<file path="src/rtl/spart_tx_pkg.sv">
// Shared definitions for the SPART transmitter: state encoding and defaults.
package spart_tx_pkg;

  typedef enum logic [1:0] {
    IDLE  = 2'd0,
    START = 2'd1,
    DATA  = 2'd2,
    STOP  = 2'd3
  } tx_state_e;

  // Default enable pulses per bit; the receiver and the baud generator use the same value.
  localparam int OVERSAMPLE_DEF = 16;
  localparam int DATA_BITS_DEF  = 8;
  localparam int STOP_BITS_DEF  = 1;

endpackage

</file>
<file path="src/rtl/spart_tx.sv">
// SPART transmit half: double-buffered 8N1 serialiser paced by the 16x baud enable.
//
//  state | meaning
//  IDLE  | line idle high, waiting for the holding register to fill
//  START | start bit (low) on the wire
//  DATA  | payload bits, LSB first
//  STOP  | stop bit(s) high; may chain straight into the next START
module spart_tx
  import spart_tx_pkg::*;
#(
  parameter int OVERSAMPLE = OVERSAMPLE_DEF,
  parameter int DATA_BITS  = DATA_BITS_DEF,
  parameter int STOP_BITS  = STOP_BITS_DEF
) (
  input  logic                 clk,
  input  logic                 rst,
  input  logic                 enable,
  input  logic                 tx_load,
  input  logic [DATA_BITS-1:0] tx_data,
  output logic                 txd,
  output logic                 tbr,
  output logic                 tx_busy
);

  localparam int EN_W = $clog2(OVERSAMPLE);
  localparam int BC_W = $clog2(DATA_BITS + 1);
  localparam logic [EN_W-1:0] EN_LAST   = EN_W'(OVERSAMPLE - 1);
  localparam logic [BC_W-1:0] DATA_LAST = BC_W'(DATA_BITS - 1);
  localparam logic [BC_W-1:0] STOP_LAST = BC_W'(STOP_BITS - 1);

  tx_state_e            state;
  logic [EN_W-1:0]      en_cnt;
  logic [BC_W-1:0]      bit_cnt;
  logic                 hold_full;
  logic [DATA_BITS-1:0] hold_data;
  logic [DATA_BITS-1:0] shift;

  logic bit_end;
  logic frame_done;
  logic xfer;

  assign bit_end    = enable && (en_cnt == EN_LAST);
  assign frame_done = (state == STOP) && bit_end && (bit_cnt == STOP_LAST);
  // A held byte moves to the shifter from IDLE or straight off the last stop bit.
  assign xfer       = hold_full && ((state == IDLE) || frame_done);

  assign tbr     = ~hold_full;
  assign tx_busy = (state != IDLE);

  // Holding register: accept a byte only while empty, release it on transfer.
  always_ff @(posedge clk) begin
    if (rst) begin
      hold_full <= 1'b0;
      hold_data <= '0;
    end else begin
      if (xfer) begin
        hold_full <= 1'b0;
      end
      if (tx_load && !hold_full) begin
        hold_full <= 1'b1;
        hold_data <= tx_data;
      end
    end
  end

  // Frame sequencing: state, oversample counter and bit counter.
  always_ff @(posedge clk) begin
    if (rst) begin
      state   <= IDLE;
      en_cnt  <= '0;
      bit_cnt <= '0;
    end else if (xfer) begin
      // Start bit is aligned to clk, so the oversample count restarts here.
      state   <= START;
      en_cnt  <= '0;
      bit_cnt <= '0;
    end else begin
      if (state != IDLE && enable) begin
        en_cnt <= bit_end ? '0 : en_cnt + 1'b1;
      end
      case (state)
        START: begin
          if (bit_end) begin
            state   <= DATA;
            bit_cnt <= '0;
          end
        end
        DATA: begin
          if (bit_end) begin
            if (bit_cnt == DATA_LAST) begin
              state   <= STOP;
              bit_cnt <= '0;
            end else begin
              bit_cnt <= bit_cnt + 1'b1;
            end
          end
        end
        STOP: begin
          // Stop bits reuse bit_cnt to count STOP_BITS bit times.
          if (bit_end) begin
            if (bit_cnt == STOP_LAST) begin
              state   <= IDLE;
              bit_cnt <= '0;
            end else begin
              bit_cnt <= bit_cnt + 1'b1;
            end
          end
        end
        default: ;
      endcase
    end
  end

  // Shifter and registered line output.
  always_ff @(posedge clk) begin
    if (rst) begin
      txd   <= 1'b1;
      shift <= '0;
    end else if (xfer) begin
      shift <= hold_data;
      txd   <= 1'b0;
    end else if (bit_end) begin
      case (state)
        START: txd <= shift[0];
        DATA: begin
          if (bit_cnt == DATA_LAST) begin
            txd <= 1'b1;
          end else begin
            shift <= shift >> 1;
            txd   <= shift[1];
          end
        end
        STOP:    txd <= 1'b1;
        default: txd <= 1'b1;
      endcase
    end
  end

endmodule

</file>
<file path="config.mk">
export PLATFORM = sky130hd
export DESIGN_NAME = spart_tx
export DESIGN_NICKNAME = d
export VERILOG_FILES = /design/src/rtl/spart_tx_pkg.sv /design/src/rtl/spart_tx.sv
export SDC_FILE = /design/constraint.sdc
export NUM_CORES = 1
export LEC_CHECK = 0
export BUFFER_PORTS_ARGS = -buffer_cell sky130_fd_sc_hd__buf_2
export CORE_MARGIN = 4
export CORE_UTILIZATION = 50
export CTS_CLUSTER_DIAMETER = 150
export CTS_CLUSTER_SIZE = 24
export DETAILED_ROUTE_END_ITERATION = 8
export GPL_TIMING_DRIVEN = 1
export PLACE_DENSITY = 0.7
export REMOVE_ABC_BUFFERS = 1
export SYNTH_ARGS = -nofsm -noshare
export SYNTH_HDL_FRONTEND = slang
export SYNTH_SLANG_ARGS = --single-unit
export TNS_END_PERCENT = 50
</file>
<file path="constraint.sdc">
create_clock -name clk -period 5.77 [get_ports clk]
set_clock_uncertainty 0.15 [all_clocks]
set_input_delay 0 -clock clk [delete_from_list [all_inputs] [get_ports clk]]
set_output_delay 0 -clock clk [all_outputs]
set_load 0.005 [all_outputs]
</file>
==> Yosys cells after proc, flatten, opt, wreduce, memory -nomap -nowiden <==
Cells that the tools add are included.
{ "word_totals": {"reg_bits": 28, "inputBits": 12, "wordCells": 72} }
{ "classes": {"n_addsub": 2, "eq_ne": 16, "mux": 24, "n_bitwise": 1, "reduce_logical": 21} }
{ "op_table": {"columns": ["operator", "count"], "rows": [
  ["$mux 8", 4],
  ["$mux 4", 6],
  ["$ne 3x3->1 const B", 4],
  ["$pmux 4 s3", 1],
  ["$reduce_and 6->1", 2],
  ["$mux 2", 5],
  ["$ne 2x2->1 const B", 5],
  ["$add 4x1->4 const B", 2],
  ["$reduce_bool 2->1", 4],
  ["$logic_and 1x1->1", 6],
  ["$mux 1", 6],
  ["$pmux 2 s3", 1],
  ["$eq 2x2->1 const B", 2],
  ["$eq 4x3->1 const B", 1],
  ["$eq 4x4->1 const B", 1],
  ["$logic_not 4->1", 1],
  ["$reduce_and 4->1", 1],
  ["$reduce_bool 4->1", 1],
  ["$ne 3x2->1 const B", 1],
  ["$reduce_and 3->1", 1],
  ["$reduce_bool 3->1", 1],
  ["$eq 2x1->1 const B", 1],
  ["$logic_not 2->1", 1],
  ["$ne 2x1->1 const B", 1],
  ["other kinds (5)", 5]
]} }

==> Longest topological paths before layout <==
{ "depth": {"word_depth": 8, "mapped_depth": 8, "depth_no_buf": 6} }

==> Worst setup path before layout <==
OpenSTA, ideal clock, no wires.
{ "synth_timing": {"kind": "register -> register", "startpoint": "reg bit_cnt[0]", "endpoint": "reg shift[5]", "setup_time_ps": 133, "arrival_time_ps": 1661, "required_time_ps": 5487, "path_slack_ps": 3826, "path_stages_with_launch": 9, "path_buffers": 2, "period_less_slack_ps": 1944, "path_cell_list": "dfxtp_1 > inv_1 > ha_1 > or3b_1 > o32a_1 > buf_6 > buf_6 > nand4b_1 > o221ai_1"} }
{ "synth_via": {"elab_chain_cells": 6} }
{ "synth_lines": {"columns": ["element", "line_no", "rtl"], "rows": [
  ["start: declaration", "spart_tx.sv:33", "logic [BC_W-1:0] bit_cnt;"],
  ["start signal: assignment", "spart_tx.sv:94", "bit_cnt <= bit_cnt + 1'b1;"],
  ["start signal: assignment", "spart_tx.sv:105", "bit_cnt <= bit_cnt + 1'b1;"],
  ["$logic_not 4->1", "spart_tx.sv:43", "assign frame_done = (state == STOP) && bit_end && (bit_cnt == STOP_LAST);"],
  ["$logic_and 1x1->1", "spart_tx.sv:43", null],
  ["$logic_or 1x1->1", "spart_tx.sv:45", "assign xfer = hold_full && ((state == IDLE) || frame_done);"],
  ["$logic_and 1x1->1", "spart_tx.sv:45", null],
  ["$ne 2x2->1 (no source line) / $reduce_bool 2->1 (equally long branches)", null, null],
  ["$reduce_and 3->1 (no source line)", null, null],
  ["end signal: assignment", "spart_tx.sv:120", "shift <= hold_data;"],
  ["end signal: assignment", "spart_tx.sv:129", "shift <= shift >> 1;"],
  ["end: declaration", "spart_tx.sv:36", "logic [DATA_BITS-1:0] shift;"]
]} }
Parallel ways exist; a longest one is shown, timed or not.
A chain may end at the register's enable or synchronous reset.

==> Final worst setup path <==
{ "layout_timing": {"startpoint": "reg bit_cnt[0]", "endpoint": "reg state[1]"} }
{ "layout_via": {"elab_chain_cells": 5} }
{ "layout_lines": {"columns": ["element", "line_no", "rtl"], "rows": [
  ["parallel branches: the longest is 5 deep, another holds $reduce_and 6->1", null, null],
  ["end signal: assignment", "spart_tx.sv:69", "state <= IDLE;"],
  ["end signal: assignment", "spart_tx.sv:74", "state <= START;"],
  ["end signal: assignment", "spart_tx.sv:84", "state <= DATA;"],
  ["end: declaration", "spart_tx.sv:31", "tx_state_e state;"]
]} }
Parallel ways; which one is timed is not known.

==> results.txt <==
----------------------------------------------------
[Clock network]
  Inserted Clock Buffers ... 3
  Worst skew pair latency ... 0.32 ns
  Number of H-tree branching levels ... 1
  TritonCTS clock tree ... yes
  Post-CTS setup buffers ... 0
  Clock sink count ... 28
  Clock Tree Root ... sky130_fd_sc_hd__clkbuf_4
  Clock transition at the registers of the reported paths ... 0.15 ns
  Max Root-Sink Buffers ... 2

[Yosys]
  Count of mapped cells out of synthesis ... 156
  Average footprint of a synthesized cell ... 9.07 µm²
  Sequential cell area fraction in the yosys report ... 39.6%
  Library cells used by synthesis ... 44
  Dominant synthesized flop cell ... sky130_fd_sc_hd__dfxtp_1
  Most area-hungry cell type in the Yosys netlist ... sky130_fd_sc_hd__dfxtp_1
  Biggest area contributors in the synthesized netlist ... sky130_fd_sc_hd__dfxtp_1, sky130_fd_sc_hd__mux2i_1, sky130_fd_sc_hd__ha_1, sky130_fd_sc_hd__nor2_1, sky130_fd_sc_hd__a211oi_2
  Fraction of registers with async set/reset ... 0%
  Number of synthesized flops with an enable pin ... 0
  Commonest cells post-synth ... sky130_fd_sc_hd__dfxtp_1, sky130_fd_sc_hd__nor2_1, sky130_fd_sc_hd__mux2i_1
  Fraction of post-synthesis cell area in the top cell type by area ... 39.6%
  Summed instance area of the synthesized netlist ... 1420 µm²
  Most instantiated library cell after synthesis ... sky130_fd_sc_hd__dfxtp_1
  Syn. warnings ... 0
  Yosys reg bits ... 28

[Setup path]
  Crit Path Max Fanout ... 19
  Cells traversed along the worst timing path ... inv_1 > ha_1 > or3b_1 > o32a_1 > nand2b_1 > a211oi_1
  Slowest stage delay, CP ... 0.66 ns
  Classification of the worst setup path ... reg -> reg
  Critical Path Stages ... 6
  CP Launch Type ... flop
  Data arrival time of the critical path ... 2.53 ns
  Worst-path cell with the longest stage delay ... sky130_fd_sc_hd__o32a_1
  Required time worst endpoint ... 5.87 ns
  Count of buffering cells on the critical path with inverters included ... 1
  Endpoint kind of the worst setup timing path ... flop
  Number of cells on the worst reg-to-reg path ... 6
  Kind of cell adding the most delay to the critical path ... compound AO/OA/AOI/OAI gates

[Routing]
  Average via count per standard cell ... 5.39
  Post-DRT Antenna Nets ... 0
  Met2 wirelength from detailed routing ... 1.55 mm
  Count of routing violations after the opening detailed-route iteration ... 40
  Final WL ... 2.93 mm
  First-pass iteration count of the detailed router ... 4
  Average detailed-routed wire length per instance ... 13.6 µm
  Metal3 WL ... 119 µm
  Top Layer Used ... met4
  Sum of routed wire segments on met1 ... 1.23 mm
  Via count ... 1164
  Detailed-route DRC error count ... 0

[Placement]
  IO buf count ... 14
  Number of instances in the placed design ... 193
  Final Wtd Congestion ... 0.765
  Sum of net half-perimeters after detailed placement ... 2.00 mm

[Global routing]
  Overall fraction of global-route tracks in use ... 17.6%
  Global-route wire length before repair ... 4.88 mm
  Vias in the first global route ... 1138
  Total grt overflow ... 0
  Initial antenna violation count ... 0
  Pin count of the biggest net entering global routing ... 23

[Pwr]
  P_leak ... 0.712 nW
  Highest ir drop seen on vdd ... 0.210 mV
  Power per unit of standard cell area ... 229 nW/µm²

[Die]
  Die outline height ... 61.2 µm
  Initial Utilization ... 51.8%
  Number of core rows ... 19
  Total Die Area ... 3750 µm²
  Core outline area ... 2730 µm²
  Die span in x ... 61.2 µm
  Top-level port count ... 15

[Timing]
  Slew Limit Headroom ... 36.7%
  Worst-Margin Slew ... 0.947 ns
  Setup violations, final ... 0
  Final clock period utilization by the worst path ... 42.0%
  RSZ-0062 raised after global routing ... false
  Hold Fails Final Rpt ... 0
  Top achievable clock speed ... 413 MHz
  Post-layout minimum cycle time ... 2.42 ns
  Number of pins exceeding their max-slew limit in the final report ... 0
  Final sum of negative setup slack ... 0 ns

[Status]
  Status ... finished, final reports clean

[Layout]
  Final net count ... 205
  Share of final-layout standard cells stronger than drive strength 1 ... 15.1%
  Number of antenna repair diodes ... 0
  Count of placed standard cells in the final layout, fillers left out ... 216
  Layout-stage area growth over the synthesis result ... 21.5%

[Min path]
  Worst Hold Class ... in -> reg
  WHS Path Cells ... 4

[Flow run]
  Reported max-cap violation count ... 0

----------------------------------------------------
area by class of cell:
class / count / area [µm²]
Clock buffer: 3 / 22.5
Clock inverter: 1 / 30.0
Fill cell: 226 / 1010
Inverter: 10 / 37.5
Multi-Input combinational cell: 110 / 769
Sequential cell: 28 / 561
Tap cell: 31 / 38.8
Timing Repair Buffer: 33 / 260
registers in the layout (all words and copies together) (netlist names):
| register | cells |
|---|---|
| bit_cnt | 4 |
| en_cnt | 4 |
| hold_data | 8 |
| hold_full | 1 |
| shift | 8 |
| state | 2 |
| txd | 1 |
power breakdown:
part / internal (mW) / total [mW] / switching (mW)
clock network: 0.0702 / 0.128 / 0.0577
logic: 0.0290 / 0.0559 / 0.0269
registers: 0.203 / 0.210 / 0.00610
total: 0.303 / 0.393 / 0.0907
path summary, 6_finish.rpt:
path | start | slack (ns) | to
setup / recovery | bit_cnt[0] | 3.35 | state[1]
hold / removal | tx_load | 0.29 | hold_full
setup reg to reg | bit_cnt[0] | 3.35 | state[1]
hold reg to reg | shift[7] | 0.34 | shift[7]
layer usage:
| metal | vias up | GRT usage (%) |
|---|---|---|
| li1 | 605 | - |
| met1 | 538 | 20.4 |
| met2 | 19 | 32.6 |
| met3 | 2 | 2.10 |
| met4 | 0 | 6.50 |
| met5 | - | 0 |
worst min-delay path, cell delays in order:
cell                            delay, ns
sky130_fd_sc_hd__dlygate4sd3_1       0.51
sky130_fd_sc_hd__buf_2               0.11
sky130_fd_sc_hd__nor2_1              0.04
sky130_fd_sc_hd__nor2_1              0.08
placed cells by master (no fill, tap or decap), types with 6 or more instances in the layout:
master,count
sky130_fd_sc_hd__mux2i_1,13
sky130_fd_sc_hd__nand2_1,9
sky130_fd_sc_hd__buf_2,14
sky130_fd_sc_hd__a21oi_1,6
sky130_fd_sc_hd__ha_1,7
sky130_fd_sc_hd__nor2_1,23
sky130_fd_sc_hd__dfxtp_1,28
sky130_fd_sc_hd__dlygate4sd3_1,19
sky130_fd_sc_hd__inv_1,10
through the flow:
| stage | power (mW) | utilization (%) | setup WS, ns | hold slack [ns] | instance area [µm²] |
|---|---|---|---|---|---|
| floorplan | 0.243 | - | 3.70 | -0.0854 | 1370 |
| global placement | 0.257 | 54.0 | 3.46 | 0.0739 | 1480 |
| detailed placement | 0.259 | 54.0 | 3.34 | 0.0884 | 1480 |
| CTS | 0.397 | 62.9 | 3.32 | 0.298 | 1720 |
| global route | 0.415 | 62.9 | 3.09 | 0.303 | 1720 |
| finish | 0.393 | 62.9 | 3.35 | 0.293 | 1720 |
repair_timing:
action	4_1_cts	5_1_grt
gates resized for setup	0	0
endpoints found under the setup margin	0	0
hold buffers	19	0
hold endpoints to repair	17	0
cells by family after synthesis:
family	share of synthesized area, %
DFF	39.6
AOI/OAI and AO/OA	14.6
and+or+nand+nor	23.0
muxes	9.99
xor gates and xnor gates	0.619
buffers and inverters	6.01
adders and majority gates	6.19
Note: power is estimated with default switching activity, not from simulation.
